## config.mk

```make
export PLATFORM = sky130hd
export DESIGN_NAME = opr1_link_acc
export DESIGN_NICKNAME = d
export VERILOG_FILES = /design/src/rtl/opr1_link_acc.sv
export SDC_FILE = /design/constraint.sdc
export NUM_CORES = 1
export LEC_CHECK = 0
export ABC_AREA = 1
export CELL_PAD_IN_SITES_DETAIL_PLACEMENT = 0
export CELL_PAD_IN_SITES_GLOBAL_PLACEMENT = 1
export CORE_UTILIZATION = 35
export DETAILED_ROUTE_END_ITERATION = 10
export PLACE_DENSITY_LB_ADDON = 0.25
export SETUP_SLACK_MARGIN = 0.15
export SYNTH_ARGS = -nofsm -noshare
export SYNTH_HDL_FRONTEND = slang
export SYNTH_SLANG_ARGS = --single-unit
export TNS_END_PERCENT = 1
```

## constraint.sdc

```tcl
create_clock -name clk -period 1.65 [get_ports clk]
set_input_delay 0.2475 -clock clk [delete_from_list [all_inputs] [get_ports clk]]
set_output_delay 0.2475 -clock clk [all_outputs]
set_load 0.02 [all_outputs]
```

## src/rtl/opr1_link_acc.sv

```systemverilog
// opr1_link_acc: Link+Accumulator unit executing one OPR group-1 micro-op word
// (CLA CLL CMA CML IAC RAR RAL BSW) in the standard event order.
// STAGED=1 walks CLR->CMP->INC->ROT1->ROT2, one step per clk; STAGED=0 runs the
// whole chain in a single clk. The load strobe is named force_load because
// "force" is a reserved word in SystemVerilog.
module opr1_link_acc #(
    parameter int WIDTH  = 12,
    parameter bit STAGED = 1'b1
) (
    input  logic             clk,
    input  logic             reset,
    input  logic             ck,
    input  logic             force_load,
    input  logic [WIDTH-1:0] load_ac,
    input  logic             load_l,
    input  logic             cla,
    input  logic             cll,
    input  logic             cma,
    input  logic             cml,
    input  logic             iac,
    input  logic             rar,
    input  logic             ral,
    input  logic             bsw,
    output logic [WIDTH-1:0] ac,
    output logic             l,
    output logic             l_preview,
    output logic             busy,
    output logic             done,
    output logic             overrun
);

    typedef enum logic [2:0] {S_IDLE, S_CLR, S_CMP, S_INC, S_ROT1, S_ROT2} state_t;

    typedef struct packed {
        logic cla, cll, cma, cml, iac, rar, ral, bsw;
    } ops_t;

    // One micro-op event applied to the {L,AC} pair.
    function automatic logic [WIDTH:0] step(input state_t st, input ops_t o,
                                            input logic [WIDTH:0] la);
        logic             lk;
        logic [WIDTH-1:0] a;
        logic             rot_r, rot_l;
        lk    = la[WIDTH];
        a     = la[WIDTH-1:0];
        // rar and ral together cancel: neither rotate nor swap
        rot_r = o.rar & ~o.ral;
        rot_l = o.ral & ~o.rar;
        case (st)
            S_CLR: begin
                if (o.cla) a  = '0;
                if (o.cll) lk = 1'b0;
            end
            S_CMP: begin
                if (o.cma) a  = ~a;
                if (o.cml) lk = ~lk;
            end
            S_INC: begin
                if (o.iac) begin
                    if (&a) lk = ~lk;   // carry out of AC toggles the link
                    a = a + 1'b1;
                end
            end
            S_ROT1, S_ROT2: begin
                // ROT2 only repeats a rotate when bsw doubles it
                if (st == S_ROT1 || o.bsw) begin
                    if (rot_r)
                        {lk, a} = {a[0], lk, a[WIDTH-1:1]};
                    else if (rot_l)
                        {lk, a} = {a, lk};
                    else if (st == S_ROT1 && o.bsw && !o.rar && !o.ral)
                        a = {a[WIDTH/2-1:0], a[WIDTH-1:WIDTH/2]};
                end
            end
            default: ;
        endcase
        return {lk, a};
    endfunction

    state_t           state_q, state_d;
    ops_t             ops_q, ops_d;
    logic [WIDTH-1:0] ac_q, ac_d;
    logic             l_q, l_d;
    logic             lprev_q, lprev_d;
    logic             done_q, done_d;
    logic             pend_q, pend_d;
    logic             overrun_q, overrun_d;
    logic             last_ck_q, last_ck_d;

    ops_t             ops_in;
    logic             start;
    logic [WIDTH:0]   la_cur, la_one;

    assign ops_in = '{cla: cla, cll: cll, cma: cma, cml: cml,
                      iac: iac, rar: rar, ral: ral, bsw: bsw};
    assign start  = ck & ~last_ck_q;
    assign la_cur = {l_q, ac_q};
    // Single-cycle path: full chain on the live op bits, used only when STAGED=0
    assign la_one = step(S_ROT2, ops_in, step(S_ROT1, ops_in, step(S_INC, ops_in,
                    step(S_CMP, ops_in, step(S_CLR, ops_in, la_cur)))));

    // Next-state, datapath and handshake logic
    always_comb begin
        state_d   = state_q;
        ops_d     = ops_q;
        {l_d, ac_d} = la_cur;
        done_d    = pend_q;        // force / single-cycle completion lags the load by one clk
        pend_d    = 1'b0;
        overrun_d = overrun_q;
        last_ck_d = ck;
        lprev_d   = (l_q & ~cll) ^ cml;
        case (state_q)
            S_IDLE: begin
                if (start) begin
                    ops_d     = ops_in;
                    overrun_d = 1'b0;
                    if (force_load) begin
                        {l_d, ac_d} = {load_l, load_ac};
                        pend_d      = 1'b1;
                    end else if (STAGED) begin
                        state_d = S_CLR;
                    end else begin
                        {l_d, ac_d} = la_one;
                        pend_d      = 1'b1;
                    end
                end
            end
            default: begin
                {l_d, ac_d} = step(state_q, ops_q, la_cur);
                if (start) overrun_d = 1'b1;
                case (state_q)
                    S_CLR:   state_d = S_CMP;
                    S_CMP:   state_d = S_INC;
                    S_INC:   state_d = S_ROT1;
                    S_ROT1:  state_d = S_ROT2;
                    default: begin
                        state_d = S_IDLE;
                        done_d  = 1'b1;
                    end
                endcase
            end
        endcase
    end

    // Register bank with synchronous reset; last_ck resets high so a held ck is not a start
    always_ff @(posedge clk) begin
        if (reset) begin
            state_q   <= S_IDLE;
            ops_q     <= '0;
            ac_q      <= '0;
            l_q       <= 1'b0;
            lprev_q   <= 1'b0;
            done_q    <= 1'b0;
            pend_q    <= 1'b0;
            overrun_q <= 1'b0;
            last_ck_q <= 1'b1;
        end else begin
            state_q   <= state_d;
            ops_q     <= ops_d;
            ac_q      <= ac_d;
            l_q       <= l_d;
            lprev_q   <= lprev_d;
            done_q    <= done_d;
            pend_q    <= pend_d;
            overrun_q <= overrun_d;
            last_ck_q <= last_ck_d;
        end
    end

    assign ac        = ac_q;
    assign l         = l_q;
    assign l_preview = lprev_q;
    assign busy      = (state_q != S_IDLE);
    assign done      = done_q;
    assign overrun   = overrun_q;

endmodule

```

# Word level (Yosys, flattened, before mapping)

Cells that the tools add are included.

Register bits: 29
Input port bits: 25
Output and inout bits: 17
Logic and storage cells: 96

Add/subtract/negate cells: 1
Equality and inequality tests: 17
Mux-type cells: 32
Bitwise gates (word level): 13
Reductions and logical operators: 17

Operators with widths:

| operator                                                              | count |
|---|---|
| 12-bit two-way mux                                                    | 10 |
| 12-bit case mux with 4 select lines                                   | 1 |
| 3-bit by 2-bit != test with 1-bit output, second input constant       | 6 |
| 1-bit two-way mux                                                     | 16 |
| 12-bit by 1-bit adder with 12-bit output, second input constant       | 1 |
| 12-bit inverter                                                       | 1 |
| 3-bit case mux with 4 select lines                                    | 1 |
| 12-bit AND reduction                                                  | 1 |
| 3-bit two-way mux                                                     | 3 |
| 9-bit AND reduction                                                   | 1 |
| 8-bit AND reduction                                                   | 1 |
| 1-bit inverter                                                        | 7 |
| 3-bit by 2-bit equality test with 1-bit output, second input constant | 2 |
| 3-bit equality test, second input constant                            | 2 |
| 2-bit != test, second input constant                                  | 3 |
| 5-bit != test, second input constant                                  | 1 |
| 5-bit nonzero test                                                    | 1 |
| 1-bit bitwise AND                                                     | 4 |
| 4-bit != test, second input constant                                  | 1 |
| 1-bit case mux with 4 select lines                                    | 1 |
| 2-bit AND reduction                                                   | 2 |
| 4-bit OR reduction                                                    | 1 |
| 3-bit by 1-bit equality test with 1-bit output, second input constant | 1 |
| 1-bit logical AND                                                     | 3 |
| 8 further kinds                                                       | 9 |

# Longest topological paths before layout

Depth after elaboration: 10
Mapped depth: 11
Depth with buffers taken out: 10

# Worst setup path after synthesis

No wires, ideal clock.

Kind: reg-to-reg
From: register ac_q[1], in the netlist ac[1]
To: register l_q, in the netlist l
Setup time: 113 ps
Arrival: 1469 ps
Required time: 1537 ps
Setup slack: 68 ps
Stages on the path, launching flop included: 9
Path buffers: 0
Period minus slack after synthesis: 1582 ps
Cells stage by stage: dfxtp_1 -> ha_1 -> nand2_1 -> nor2_1 -> nand2_1 -> o21ai_0 -> nand3_1 -> nor2_1 -> nor2_1

Longest elaborated chain between the ends: 3

RTL lines:

| item                                                      | RTL line | source |
|---|---|---|
| start, declared                                           | 82       | `logic [WIDTH-1:0] ac_q, ac_d;` |
| start signal, assigned                                    | 150      | `ac_q <= '0;` |
| start signal, assigned                                    | 160      | `ac_q <= ac_d;` |
| 12-bit AND reduction                                      | 60       | `if (&a) lk = ~lk;` |
| 3-bit by 2-bit != test with 1-bit output (no source line) | -        |  |
| 9-bit AND reduction (no source line)                      | -        |  |
| end signal, assigned                                      | 161      | `l_q <= l_d;` |
| end, declared                                             | 83       | `logic l_q, l_d;` |

No other way between the ends.
A chain may end at the register's enable or synchronous reset.

# Worst setup path after layout

From: register overrun_q, in the netlist overrun
To: output overrun

RTL lines:

| item                   | RTL line | source |
|---|---|---|
| start, declared        | 87       | `logic overrun_q, overrun_d;` |
| start signal, assigned | 165      | `overrun_q <= overrun_d;` |
| end, declared          | 29       | `output logic overrun` |

No word-level cell between the ends.

==> results_dict.tcl <==
set metrics [dict create \
    crit_path_max_fanout 2 \
    rsz0062_at_grt "yes" \
    skew_ps 4.42 \
    grt_pass1_wl_um 11600 \
    first_pass_iters 5 \
    final_cell_mix "nand2_1, nor2_1, nand3_1, buf_4" \
    antenna_found_initial 0 \
    drv_cap 0 \
    power.total_mw 4.26 \
    root_buffer "clkbuf_8" \
    crit_path_top_delay_cell "clkdlybuf4s50_1" \
    clockBufferDepth 2 \
    min_period_ps 1460 \
    syn-cell-area_um2 2120 \
    die_width_um 79.8 \
    wl_um 7020 \
    placementRows 27 \
    postSynthCellCount 365 \
    placed_cell_area_um2 2790 \
    grt_max_degree 19 \
    cts_hold_buf 0 \
    critPathBufInv 1 \
    syn_avg_cell_area_um2 5.80 \
    synth_seq_cells 29 \
    grt_pass1_vias 2460 \
    worst_slack_ps 194 \
    nFillCells 621 \
    place.detailed.hpwl_um 5280 \
    drive_above_1_share_pct 24.1 \
    drcViolationCount 0 \
    worst_pin_slew_ps 619 \
    grt_util_all_layers_pct 24.0 \
    slowest_delay_ps 600 \
    post-place-ws_ps -81.3 \
    cp_top_family "buffers and inverters" \
    initial_utilization_pct 37.3 \
    status "finished clean" \
    hold_class "reg2reg" \
    multiInputGateArea_um2 1410 \
    wire_per_inst_um 13.7 \
    path_class "reg2out" \
    ir_drop_mv 0.937 \
    grt.overflow.total 0 \
    clock-sinks 29 \
    setup_viol 0 \
    htree_levels 2 \
    crit_path_start_kind "flip-flop" \
    synth.distinct_cells 30 \
    syn_to_final_growth_pct 42.9 \
    period_share_pct 88.2 \
    routabilityCongestion 0.928 \
    path_cells "clkdlybuf4s50_1" \
    die_y_um 79.8 \
    clk_pin_slew_ps 70 \
    leakage_nw 1.36 \
    insertion_delay_ps 280 \
    drv_slew 0 \
    numCtsBuffers 5 \
    layout_commonest_cell "nand2_1" \
    viasPerCell 5.14 \
    power_density_nw_per_um2 1410 \
    cts_tree "yes" \
    ys_warn_count 0 \
    ioPinCount 42 \
    ant_nets 0 \
    dr.first_iter.drc_count 207 \
    core_um2 5680 \
    fin_tns_setup_ps 0 \
    n_antenna_cell 0 \
    fin_area_um2 3030 \
    max-slew-margin-rel_pct 58.7 \
    layout.nets 464 \
    required_ps 1400 \
    fmax_mhz 687 \
    io_buffers 41 \
    hold_slack_ps 456 \
    worstSetupPathDepth 1 \
    end_kind "output port" \
    r2r_cells 10 \
    syn-num-nets 391 \
    dieArea_um2 6370 \
    final_hold_viol_count 0 \
    ys_seq_area_share_pct 27.4 \
    register_area_um2 603 \
    vias 2625 \
    cp.arrival_ps 1210 \
    min_path_cells 2 \
]
[per-stage QoR]
stage | utilization (%) | instances
after floorplan | - | 365
after global placement | 49.2 | 498
after detailed placement | 49.2 | 498
after CTS | 50.9 | 506
after global routing | 53.3 | 511
final | 53.3 | 511
[power by group]
| group | switching, mW | leakage, nW | internal [mW] | total, mW |
|---|---|---|---|---|
| registers | 0.267 | 0.243 | 0.902 | 1.17 |
| logic | 1.54 | 1.07 | 0.964 | 2.50 |
| clock network | 0.296 | 0.0439 | 0.291 | 0.587 |
[final timing paths]
path	endpoint	start	slack, ps
setup reg to reg	ac[11]	ac[0]	200
hold / removal	done	pend_q	460
setup / recovery	overrun	overrun	190
hold reg to reg	done	pend_q	460
[state kept, by name, indices dropped and copies added (netlist names)]
register / count
done: 1
pend_q: 1
ops_q: 8
overrun: 1
ac: 12
l_preview: 1
last_ck_q: 1
l: 1
state_q: 3
[final cells by class]
cell class | count | share of cell area [%]
timing repair buffer | 77 | 22.3
clock buffer | 5 | 2.27
sequential | 29 | 19.9
clock inverter | 3 | 0.579
inverter | 41 | 5.33
multi-input combinational | 284 | 46.6
tap | 72 | 2.98
[timing repair]
item,CTS,global route
pin swaps,2,12
buffers inserted,0,4
cloned,0,1
gates resized for setup,28,36
setup endpoints to repair,28,21
endpoints found under the hold margin,0,0
[cells by family after synthesis]
family | synth area share, %
simple gates | 47.1
compound gates | 14.2
buf+inv | 10.6
flops | 27.4
fa+ha+maj | 0.591
[per-layer routing]
layer / up-vias / global-route usage (%) / part of all wire, %
met4: 0 / 10.2 / 2.4
met1: 1190 / 29.4 / 44
met2: 97 / 41.3 / 48
li1: 1320 / - / -
met3: 18 / 3.66 / 5.6
met5: - / 0 / 0
[synth_stat cells, drive strengths merged]
cell,count,area (µm²)
nand2,93,367
nor2,74,309
nand3,41,220
inv,40,150
o21ai,35,175
dfxtp,29,581
a21oi,17,88.8
buf,10,63.8
or2,7,43.8
nand4,5,31.3
nor3,4,20.0
o211ai,4,30.0
clkbuf,2,7.51
clkinv,1,3.75
ha,1,12.5
nand3b,1,7.51
o21bai,1,7.51
(Power assumes the default switching activity.)
